## config.mk

```make
export PLATFORM = sky130hd
export DESIGN_NAME = uart_tx_frame_ctrl
export DESIGN_NICKNAME = d
export VERILOG_FILES = /design/src/rtl/uart_vip_pkg.sv /design/src/rtl/uart_baud_tick.sv /design/src/rtl/uart_tx_frame_ctrl.sv
export SDC_FILE = /design/constraint.sdc
export NUM_CORES = 1
export LEC_CHECK = 0
export BUFFER_PORTS_ARGS = -buffer_cell sky130_fd_sc_hd__buf_4
export CAP_MARGIN = 0
export CELL_PAD_IN_SITES_DETAIL_PLACEMENT = 2
export CELL_PAD_IN_SITES_GLOBAL_PLACEMENT = 2
export CORE_ASPECT_RATIO = 1.4
export CORE_MARGIN = 5
export CORE_UTILIZATION = 36
export CTS_CLUSTER_SIZE = 24
export DETAILED_ROUTE_END_ITERATION = 8
export PLACE_DENSITY = 0.81
export SLEW_MARGIN = 20
export SYNTH_ARGS = -nofsm -noshare
export SYNTH_HDL_FRONTEND = slang
export SYNTH_HIERARCHICAL = 1
export SYNTH_SLANG_ARGS = --single-unit
export TNS_END_PERCENT = 50
```

## constraint.sdc

```tcl
create_clock -name sys_clk_i -period 5.4 [get_ports sys_clk_i]
set_input_delay 0.27 -clock sys_clk_i [delete_from_list [all_inputs] [get_ports sys_clk_i]]
set_output_delay 0.27 -clock sys_clk_i [all_outputs]
set_load 0.02 [all_outputs]
```

## src/rtl/uart_vip_pkg.sv

```systemverilog
// rtl/uart_vip_pkg.sv - shared types and constants for the UART VIP transmit frame path
package uart_vip_pkg;

  typedef enum logic [2:0] {
    IDLE,
    START,
    DATA,
    PARITY,
    STOP
  } uart_frame_state_e;

  typedef enum logic [1:0] {
    BITS_5 = 2'd0,
    BITS_6 = 2'd1,
    BITS_7 = 2'd2,
    BITS_8 = 2'd3
  } uart_bits_e;

  localparam int   BIT_OFFSET = 5;
  localparam logic IDLE_LEVEL = 1'b1;

  function automatic logic [3:0] data_bit_count(input uart_bits_e bits);
    return {2'b00, bits} + 4'(BIT_OFFSET);
  endfunction

endpackage

```

## src/rtl/uart_baud_tick.sv

```systemverilog
// rtl/uart_baud_tick.sv - loadable baud down-counter; tick marks the last clock of a bit period
module uart_baud_tick #(
  parameter int DIV_W = 16
) (
  input  logic             clk,
  input  logic             rst,
  input  logic             load,
  input  logic [DIV_W-1:0] load_val,
  input  logic             en,
  output logic             tick
);

  logic [DIV_W-1:0] cnt_q;

  // Holds at zero rather than wrapping, so a full-scale divider never overflows.
  always_ff @(posedge clk) begin
    if (rst) begin
      cnt_q <= '0;
    end else if (load) begin
      cnt_q <= load_val;
    end else if (en && (cnt_q != '0)) begin
      cnt_q <= cnt_q - DIV_W'(1);
    end
  end

  assign tick = en && (cnt_q == '0);

endmodule

```

## src/rtl/uart_tx_frame_ctrl.sv

```systemverilog
// rtl/uart_tx_frame_ctrl.sv - serialises accepted bytes into start/data/parity/stop UART frames
module uart_tx_frame_ctrl
  import uart_vip_pkg::*;
#(
  parameter int DIV_W  = 16,
  parameter int DATA_W = 8
) (
  input  logic              sys_clk_i,
  input  logic              rst_i,
  input  logic [DIV_W-1:0]  cfg_div_i,
  input  logic [1:0]        cfg_bits_i,
  input  logic              cfg_parity_en_i,
  input  logic              cfg_parity_odd_i,
  input  logic              cfg_stop2_i,
  input  logic [DATA_W-1:0] data_i,
  input  logic              data_valid_i,
  output logic              data_ready_o,
  input  logic              abort_i,
  output logic              uart_rx_o,
  output logic              busy_o,
  output logic              frame_done_o
);

  localparam int IDX_W = (DATA_W > 1) ? $clog2(DATA_W) : 1;

  uart_frame_state_e state_q, state_d;
  logic              line_q, line_d;
  logic              done_q, done_d;
  logic [IDX_W-1:0]  idx_q, idx_d;
  logic              stop_more_q, stop_more_d;

  logic [DIV_W-1:0]  div_q;
  logic [DATA_W-1:0] data_q;
  uart_bits_e        bits_q;
  logic              par_en_q;
  logic              par_odd_q;
  logic              stop2_q;

  logic              accept;
  logic              tick;
  logic              load;
  logic [DIV_W-1:0]  load_val;
  logic [3:0]        n_bits;
  logic [IDX_W-1:0]  last_idx;
  logic [IDX_W-1:0]  idx_nxt;
  logic [DATA_W-1:0] data_mask;
  logic              parity_bit;

  assign data_ready_o = (state_q == IDLE) && !rst_i;
  assign accept       = data_ready_o && data_valid_i;

  assign n_bits     = data_bit_count(bits_q);
  assign last_idx   = IDX_W'(n_bits - 4'd1);
  assign idx_nxt    = idx_q + IDX_W'(1);
  assign data_mask  = ~({DATA_W{1'b1}} << n_bits);
  assign parity_bit = (^(data_q & data_mask)) ^ par_odd_q;

  uart_baud_tick #(
    .DIV_W(DIV_W)
  ) u_baud (
    .clk     (sys_clk_i),
    .rst     (rst_i),
    .load    (load),
    .load_val(load_val),
    .en      (state_q != IDLE),
    .tick    (tick)
  );

  always_ff @(posedge sys_clk_i) begin
    if (rst_i) begin
      state_q     <= IDLE;
      line_q      <= IDLE_LEVEL;
      done_q      <= 1'b0;
      idx_q       <= '0;
      stop_more_q <= 1'b0;
    end else begin
      state_q     <= state_d;
      line_q      <= line_d;
      done_q      <= done_d;
      idx_q       <= idx_d;
      stop_more_q <= stop_more_d;
    end
  end

  // Frame settings are frozen at accept so mid-frame config changes cannot disturb timing.
  always_ff @(posedge sys_clk_i) begin
    if (rst_i) begin
      div_q     <= '0;
      data_q    <= '0;
      bits_q    <= BITS_8;
      par_en_q  <= 1'b0;
      par_odd_q <= 1'b0;
      stop2_q   <= 1'b0;
    end else if (accept) begin
      div_q     <= cfg_div_i;
      data_q    <= data_i;
      bits_q    <= uart_bits_e'(cfg_bits_i);
      par_en_q  <= cfg_parity_en_i;
      par_odd_q <= cfg_parity_odd_i;
      stop2_q   <= cfg_stop2_i;
    end
  end

  // line_d is the level of the next bit, so the registered line changes with the state.
  always_comb begin
    state_d     = state_q;
    line_d      = line_q;
    done_d      = 1'b0;
    idx_d       = idx_q;
    stop_more_d = stop_more_q;
    load        = 1'b0;
    load_val    = div_q;

    case (state_q)
      IDLE: begin
        line_d = IDLE_LEVEL;
        if (accept) begin
          state_d  = START;
          line_d   = 1'b0;
          load     = 1'b1;
          load_val = cfg_div_i;
        end
      end
      START: begin
        if (tick) begin
          state_d = DATA;
          idx_d   = '0;
          line_d  = data_q[0];
          load    = 1'b1;
        end
      end
      DATA: begin
        if (tick) begin
          load = 1'b1;
          if (idx_q == last_idx) begin
            if (par_en_q) begin
              state_d = PARITY;
              line_d  = parity_bit;
            end else begin
              state_d     = STOP;
              line_d      = 1'b1;
              stop_more_d = stop2_q;
            end
          end else begin
            idx_d  = idx_nxt;
            line_d = data_q[idx_nxt];
          end
        end
      end
      PARITY: begin
        if (tick) begin
          state_d     = STOP;
          line_d      = 1'b1;
          stop_more_d = stop2_q;
          load        = 1'b1;
        end
      end
      STOP: begin
        if (tick) begin
          if (stop_more_q) begin
            stop_more_d = 1'b0;
            load        = 1'b1;
          end else begin
            state_d = IDLE;
            line_d  = IDLE_LEVEL;
            done_d  = 1'b1;
          end
        end
      end
      default: begin
        state_d = IDLE;
        line_d  = IDLE_LEVEL;
      end
    endcase

    if (abort_i && (state_q != IDLE)) begin
      state_d     = IDLE;
      line_d      = IDLE_LEVEL;
      done_d      = 1'b0;
      stop_more_d = 1'b0;
      load        = 1'b0;
    end
  end

  assign uart_rx_o    = line_q;
  assign busy_o       = (state_q != IDLE);
  assign frame_done_o = done_q;

endmodule
```

==> results of run 1 <==
## cells by family (layout without fill, tap and decap cells)
logic type	after synthesis	in the layout	share of synthesized area (%)
DFF	54	54	37.8
and+or+nand+nor	166	166	28.3
buffers and inverters	29	56	4.95
muxes	6	6	3.24
adders and majority gates	2	2	0.876
AOI/OAI and AO/OA	85	85	18.8
xor gates and xnor gates	18	18	6.00
## worst max-delay path, delay by kind of cell, from the launching register on
| kind | cells | cell delay (ns) |
|---|---|---|
| buf+inv | 4 | 1.11 |
| simple gates | 5 | 1.10 |
| compound gates | 2 | 0.90 |
| flops | 1 | 0.33 |
| fa+ha+maj | 1 | 0.19 |
## layout by cell type (no fill, tap or decap), types with 3 or more instances in the layout
cell type / instances
o21ai_0: 14
clkbuf_8: 6
nand3_1: 6
nand3b_1: 5
buf_4: 39
nand2b_1: 13
a21oi_1: 33
nor2_1: 28
or4_1: 3
xnor2_1: 15
or3_1: 3
mux2i_1: 4
nand2_1: 76
a211oi_1: 12
nor3_1: 12
inv_1: 8
o21ai_1: 3
nor2b_1: 3
dfxtp_1: 54
## cell type report
type,instances,share of cell area (%)
clock buffers,7,2.65
clock inverters,1,0.153
inverters,9,1.04
multi-input cells,277,50.2
flip-flops and latches,54,33.1
well taps,100,3.84
repair buffers,39,8.98
## flip-flops by register name (all words and copies together) (netlist names)
| signal | count |
|---|---|
| par_odd_q | 1 |
| bits_q | 2 |
| u_baud/cnt_q | 16 |
| stop_more_q | 1 |
| uart_rx_o | 1 |
| div_q | 16 |
| state_q | 3 |
| idx_q | 3 |
| stop2_q | 1 |
| par_en_q | 1 |
| frame_done_o | 1 |
| data_q | 8 |
## per-layer routing
metal  GRT usage, %  wire length, um  vias to the layer above
li1               -                -                     1289
met1           18.1             3090                     1260
met2           32.0             4340                       24
met3           2.70              161                        8
met4           5.60              123                        0
met5              0                0                        -
## stage by stage
step / utilization [%] / cell area [um^2] / cells / total power [mW]
after global placement: 40.9 / 3170 / 479 / 0.683
final: 42.1 / 3260 / 487 / 0.922
after CTS: 42.1 / 3260 / 487 / 0.939
after global routing: 42.1 / 3260 / 487 / 0.985
after detailed placement: 40.9 / 3170 / 479 / 0.694
after floorplan: - / 2860 / 360 / 0.628
## worst min path at each step
stage,to,start,slack [ns],cells after the start
finish,par_en_q,cfg_parity_en_i,0.14,3
global route,par_en_q,cfg_parity_en_i,0.12,3
CTS,par_en_q,cfg_parity_en_i,0.13,3
detailed placement,div_q[10],div_q[10],0.46,2
global placement,div_q[5],div_q[5],0.45,2
floorplan,par_en_q,cfg_parity_en_i,0.37,2
## power groups by stage
stage               clock network [mW]  registers [mW]  logic, mW
floorplan                            0           0.460      0.168
global placement                     0           0.466      0.217
detailed placement                   0           0.468      0.225
CTS                              0.251           0.460      0.228
global route                     0.270           0.464      0.251
finish                           0.240           0.459      0.224
==> impl_metrics.env, run 1 <==
export IMPL_status="completed"
export IMPL_seqPwrFrac_pct=49.8
export IMPL_cts_setup_buffers=0
export IMPL_grt_use_total_pct=16.6
export IMPL_die_h_um=115
export IMPL_yosys_area_top_type_share_pct=37.8
export IMPL_fin_crit_sh_pct=70.0
export IMPL_worstPathMaxFanout=17
export IMPL_syn_area_um2=2860
export IMPL_drive_above_1_share_pct=15.8
export IMPL_timing_final_ws_setup_ns=1.62
export IMPL_start_util_pct=36.9
export IMPL_vdd_drop_max_mv=0.129
export IMPL_pre_cts_ws_ns=1.68
export IMPL_worstReg2RegEnd="u_baud/cnt_q[11]"
export IMPL_worst_setup_path_type="reg2reg"
export IMPL_multi_input_area_um2=1640
export IMPL_routed_wirelength_um=7720
export IMPL_drc=0
export IMPL_ys_ff_latch=54
export IMPL_synthArstFlopShare_pct=0
export IMPL_power_frac_comb_pct=24.2
export IMPL_grt_pass1_wl_um=13200
export IMPL_num_rows=38
export IMPL_crit_path_start_kind="register"
export IMPL_swShare_pct=31.5
export IMPL_drv_cap=0
export IMPL_clkTransAtPathRegs_ns=0.10
export IMPL_rsz0062_at_grt="false"
export IMPL_rrSetupSlack_ns=1.62
export IMPL_diodes=0
export IMPL_port_buffer_count=36
export IMPL_fmax_mhz=264
export IMPL_vias=2581
export IMPL_synth_edf_count=0
export IMPL_required_ns=5.57
export IMPL_die_area_um2=9850
export IMPL_relSlewSlack_pct=33.3
export IMPL_cts_buffers=5
export IMPL_design_core_area_um2=7750
export IMPL_hold_violations=0
export IMPL_synth_commonest_cells="nand2_1 (76), dfxtp_1 (54), a21oi_1 (33)"
export IMPL_setup_tns_ns=0
export IMPL_insertion_delay_ns=0.31
export IMPL_drt_pass1_iter_count=4
export IMPL_ys_seq_area_share_pct=37.8
export IMPL_powerDensity_nw_per_um2=283
export IMPL_switching_power_mw=0.290
export IMPL_area_growth_pct=14.1
export IMPL_viasPerCell=5.30
export IMPL_worst_r2r_path_depth=12
export IMPL_synth_largest_area_cell="dfxtp_1"
export IMPL_die_w_um=85.3
export IMPL_hpwl_um=5740
export IMPL_p_leak_nw=1.30
export IMPL_crit_path_max_incr_delay_ns=0.84
export IMPL_p_int_mw=0.632
export IMPL_wl_per_cell_um=15.9
export IMPL_crit_path_start="u_baud/cnt_q[0]"
export IMPL_ios=37
export IMPL_synth_cell_type_count=61
export IMPL_crit_slowest_cell="o32ai_1"
export IMPL_syn_avg_cell_area_um2=7.94
export IMPL_crit_chain="inv_1 -> ha_1 -> nor4b_4 -> nand2_1 -> nor3_1 -> buf_4 -> nand3_1 -> o32ai_1 -> clkinv_1 -> buf_4 -> nor2_1 -> a211oi_1"
export IMPL_cp_common_cell="buf_4"
export IMPL_rr_startpoint="u_baud/cnt_q[0]"
export IMPL_tightestPinTransition_ns=0.997
export IMPL_ant_nets=0
export IMPL_grt_pass1_vias=2765
export IMPL_ys_flop_type="dfxtp_1"
export IMPL_synth_nets=395
export IMPL_timing_hold_ws_ns=0.137
export IMPL_p_clk_share_pct=26.0
export IMPL_clock_path_buffers=2
export IMPL_cts_tree="yes"
export IMPL_grt_max_degree=54
export IMPL_yosysMostFrequentCell="nand2_1"
export IMPL_htree_levels=2
export IMPL_hp_class="in2reg"
export IMPL_cp_arrival_ns=3.95
export IMPL_cp_end_kind="register"
export IMPL_nFillCells=904
export IMPL_cts_hold_buf=0
export IMPL_first_iter_violations=88
export IMPL_fin_skew_ns=0.0120
export IMPL_setup_violations=0
export IMPL_ys_warn_count=6
export IMPL_cts_resized=0
export IMPL_root_buffer="clkbuf_8"
export IMPL_fin_nets=421
export IMPL_seq_area_um2=1080
export IMPL_cts_sinks=54
export IMPL_endpoint="u_baud/cnt_q[11]"
export IMPL_finalWeightedCongestion=0.757
export IMPL_synthCells=360
export IMPL_finalMaxSlewViolations=0
export IMPL_ys_top_cells_by_area="dfxtp_1 (38%), nand2_1 (10%), a21oi_1 (5.8%)"
export IMPL_grt_overflow=0
export IMPL_fin_crit_ns=3.78
export IMPL_antenna_found_initial=0
Note: power is estimated with default switching activity, not from simulation.
==> run 2: changes to the inputs <==
- ABC_AREA: default -> 1
- CORE_UTILIZATION: 36 -> 32
- PLACE_DENSITY: 0.81 -> 0.77
- clock period: 5.4 -> 3.5 ns (I/O delays scaled with it)
==> run 2 against run 1 <==
Against the previous run:
- die area increased by 27%
- routed wire length rose by 44%
- clock power increased by 140%
- synthesized cell count grew 44%
- design area is 18% higher
- critical path depth is 3 higher
- sequential cell count unchanged
- critical path type unchanged
- clock-buffer cell count did not move
==> impl_metrics.env, run 2 <==
export IMPL_status="completed"
export IMPL_num_rows=44
export IMPL_synthArstFlopShare_pct=0
export IMPL_cp_common_cell="nor2_1"
export IMPL_rrSetupSlack_ns=0.54
export IMPL_first_iter_violations=68
export IMPL_synth_commonest_cells="nand2_1 (122), inv_1 (81), nor2_1 (56)"
export IMPL_die_h_um=130
export IMPL_ys_flop_type="dfxtp_1"
export IMPL_vias=3404
export IMPL_grtUsageMet3_pct=2.52
export IMPL_clkTransAtPathRegs_ns=0.07
export IMPL_synth_fa_ha_area_share_pct=0.754
export IMPL_finalWeightedCongestion=0.885
export IMPL_htree_levels=2
export IMPL_wl_per_cell_um=16.2
export IMPL_start_util_pct=32.4
export IMPL_insertion_delay_ns=0.30
export IMPL_cts_hold_buf=0
export IMPL_synth_nets=553
export IMPL_syn_area_um2=3320
export IMPL_synth_cell_type_count=40
export IMPL_synth_top_family_by_area="simple AND/OR/NAND/NOR gates"
export IMPL_crit_slowest_cell="nand3_1"
export IMPL_clock_path_buffers=2
export IMPL_crit_path_start_kind="register"
export IMPL_crit_chain="inv_1 -> ha_1 -> nand2_1 -> nor2_1 -> nand4_1 -> nor4_1 -> buf_4 -> a21oi_1 -> nor2_1 -> buf_4 -> inv_1 -> nand3_1 -> nor2_1 -> nor2_1 -> nor2_1"
export IMPL_timing_hold_ws_ns=0.0836
export IMPL_worst_setup_path_type="reg2reg"
export IMPL_crit_buf_inv=4
export IMPL_viasPerCell=4.96
export IMPL_die_area_um2=12500
export IMPL_relSlewSlack_pct=62.8
export IMPL_synth_mux_area_share_pct=0
export IMPL_rr_startpoint="u_baud/cnt_q[0]"
export IMPL_setup_tns_ns=0
export IMPL_vdd_drop_max_mv=0.316
export IMPL_fmax_mhz=338
export IMPL_cts_sinks=54
export IMPL_fin_crit_ns=2.96
export IMPL_ys_ff_latch=54
export IMPL_routed_wirelength_um=11100
export IMPL_ys_warn_count=6
export IMPL_ant_nets=0
export IMPL_ys_top_cells_by_area="dfxtp_1 (33%), nand2_1 (14%), inv_1 (9.2%)"
export IMPL_min_from="data_i[7]"
export IMPL_drt_pass1_iter_count=4
export IMPL_hold_violations=0
export IMPL_design_core_area_um2=10200
export IMPL_root_buffer="clkbuf_16"
export IMPL_drc=0
export IMPL_hpwl_um=8650
export IMPL_nFillCells=1347
export IMPL_yosys_area_top_type_share_pct=32.6
export IMPL_grt_overflow=0
export IMPL_syn_avg_cell_area_um2=6.40
export IMPL_cts_setup_buffers=0
export IMPL_synth_largest_area_cell="dfxtp_1"
export IMPL_diodes=0
export IMPL_reg_largest_list="div_q x16, u_baud/cnt_q x16, data_q x8"
export IMPL_cp_end_kind="register"
export IMPL_antenna_found_initial=0
export IMPL_ys_seq_area_share_pct=32.6
export IMPL_yosys_area_share_simple_pct=36.3
export IMPL_drv_cap=0
export IMPL_drive_above_1_share_pct=15.1
export IMPL_synth_edf_count=0
export IMPL_grt_use_total_pct=18.7
export IMPL_holdPathEnd="data_q[7]"
export IMPL_synth_xor_area_share_pct=2.11
export IMPL_fin_util_pct=37.7
export IMPL_ios=37
export IMPL_grt_max_degree=57
export IMPL_die_w_um=96.0
export IMPL_yosysMostFrequentCell="nand2_1"
export IMPL_hold_path_depth=3
export IMPL_fin_crit_sh_pct=84.7
export IMPL_mostFrequentLayoutCells="nand2_1 (122), inv_1 (81), nor2_1 (56)"
export IMPL_grt_busiest_layer="met2"
export IMPL_p_leak_nw=1.87
export IMPL_tightestPinTransition_ns=0.557
export IMPL_timing_final_ws_setup_ns=0.537
export IMPL_worstReg2RegEnd="u_baud/cnt_q[8]"
export IMPL_rsz0062_at_grt="false"
export IMPL_path_delay_family="simple AND/OR/NAND/NOR gates"
export IMPL_mostFrequentLayoutCell="nand2_1"
export IMPL_synth_compound_area_share_pct=16.3
export IMPL_worst_r2r_path_depth=15
export IMPL_worstPathMaxFanout=17
export IMPL_grt_pass1_vias=3738
export IMPL_grt_use_met1_pct=18.1
export IMPL_crit_path_max_incr_delay_ns=0.37
export IMPL_use_met2_pct=38.3
export IMPL_cp_arrival_ns=3.14
export IMPL_required_ns=3.68
export IMPL_cts_tree="yes"
export IMPL_area_growth_pct=16.4
export IMPL_cts_resized=0
export IMPL_setup_violations=0
export IMPL_total_power_mw=3.85
export IMPL_powerDensity_nw_per_um2=997
export IMPL_port_buffer_count=36
export IMPL_fin_skew_ns=0.00599
export IMPL_grt_pass1_wl_um=18000
export IMPL_finalMaxSlewViolations=0
export IMPL_pre_cts_ws_ns=0.529
export IMPL_fin_nets=582
export IMPL_cts_buffers=5
export IMPL_hp_class="in2reg"
export IMPL_synthCells=518
[run 2: cell type report]
class | instances | area (um^2) | area share [%]
Clock buffer | 7 | 133 | 3.44
Clock inverter | 1 | 30.0 | 0.778
Inverter | 83 | 312 | 8.07
Multi-Input combinational cell | 364 | 1840 | 47.6
Sequential cell | 54 | 1080 | 28.0
Tap cell | 138 | 173 | 4.47
Timing Repair Buffer | 39 | 293 | 7.59
[run 2: worst max path at each step]
stage	from	end	slack (ns)	cells after the start
floorplan	u_baud/cnt_q[0]	u_baud/cnt_q[0]	0.90	13
global placement	u_baud/cnt_q[0]	u_baud/cnt_q[8]	0.72	15
detailed placement	u_baud/cnt_q[0]	u_baud/cnt_q[8]	0.53	15
CTS	u_baud/cnt_q[0]	u_baud/cnt_q[8]	0.51	15
global route	u_baud/cnt_q[0]	u_baud/cnt_q[8]	0.32	15
finish	u_baud/cnt_q[0]	u_baud/cnt_q[8]	0.54	15
[run 2: per-layer routing]
layer | wire length (um) | vias to the layer above
met3 | 213 | 16
li1 | - | 1690
met2 | 6390 | 42
met4 | 333 | 0
met5 | 0 | -
met1 | 4150 | 1656
[run 2: through the flow]
step                cell area, um^2  cells
floorplan                      3320    518
global placement               3700    678
detailed placement             3700    678
CTS                            3860    686
global route                   3860    686
finish                         3860    686
[run 2: kinds of logic (layout without fill, tap and decap cells)]
kind of cell | Yosys count | in the layout
simple gates | 258 | 258
buf+inv | 100 | 130
compound gates | 96 | 96
flops | 54 | 54
xor+xnor | 8 | 8
fa+ha+maj | 2 | 2
[run 2: power by group]
group / internal, mW / total, mW / switching [mW] / leakage (nW)
Combinational: 0.773 / 2.30 / 1.52 / 1.35
Clock: 0.339 / 0.577 / 0.237 / 0.0781
Sequential: 0.787 / 0.975 / 0.188 / 0.443
Total: 1.90 / 3.85 / 1.95 / 1.87
[run 2: worst reg2reg max path, stage by stage (launching register included)]
cell	delay [ns]
dfxtp_1	0.33
inv_1	0.11
ha_1	0.31
nand2_1	0.10
nor2_1	0.16
nand4_1	0.12
nor4_1	0.20
buf_4	0.20
a21oi_1	0.08
nor2_1	0.10
buf_4	0.23
inv_1	0.29
nand3_1	0.37
nor2_1	0.09
nor2_1	0.11
nor2_1	0.04
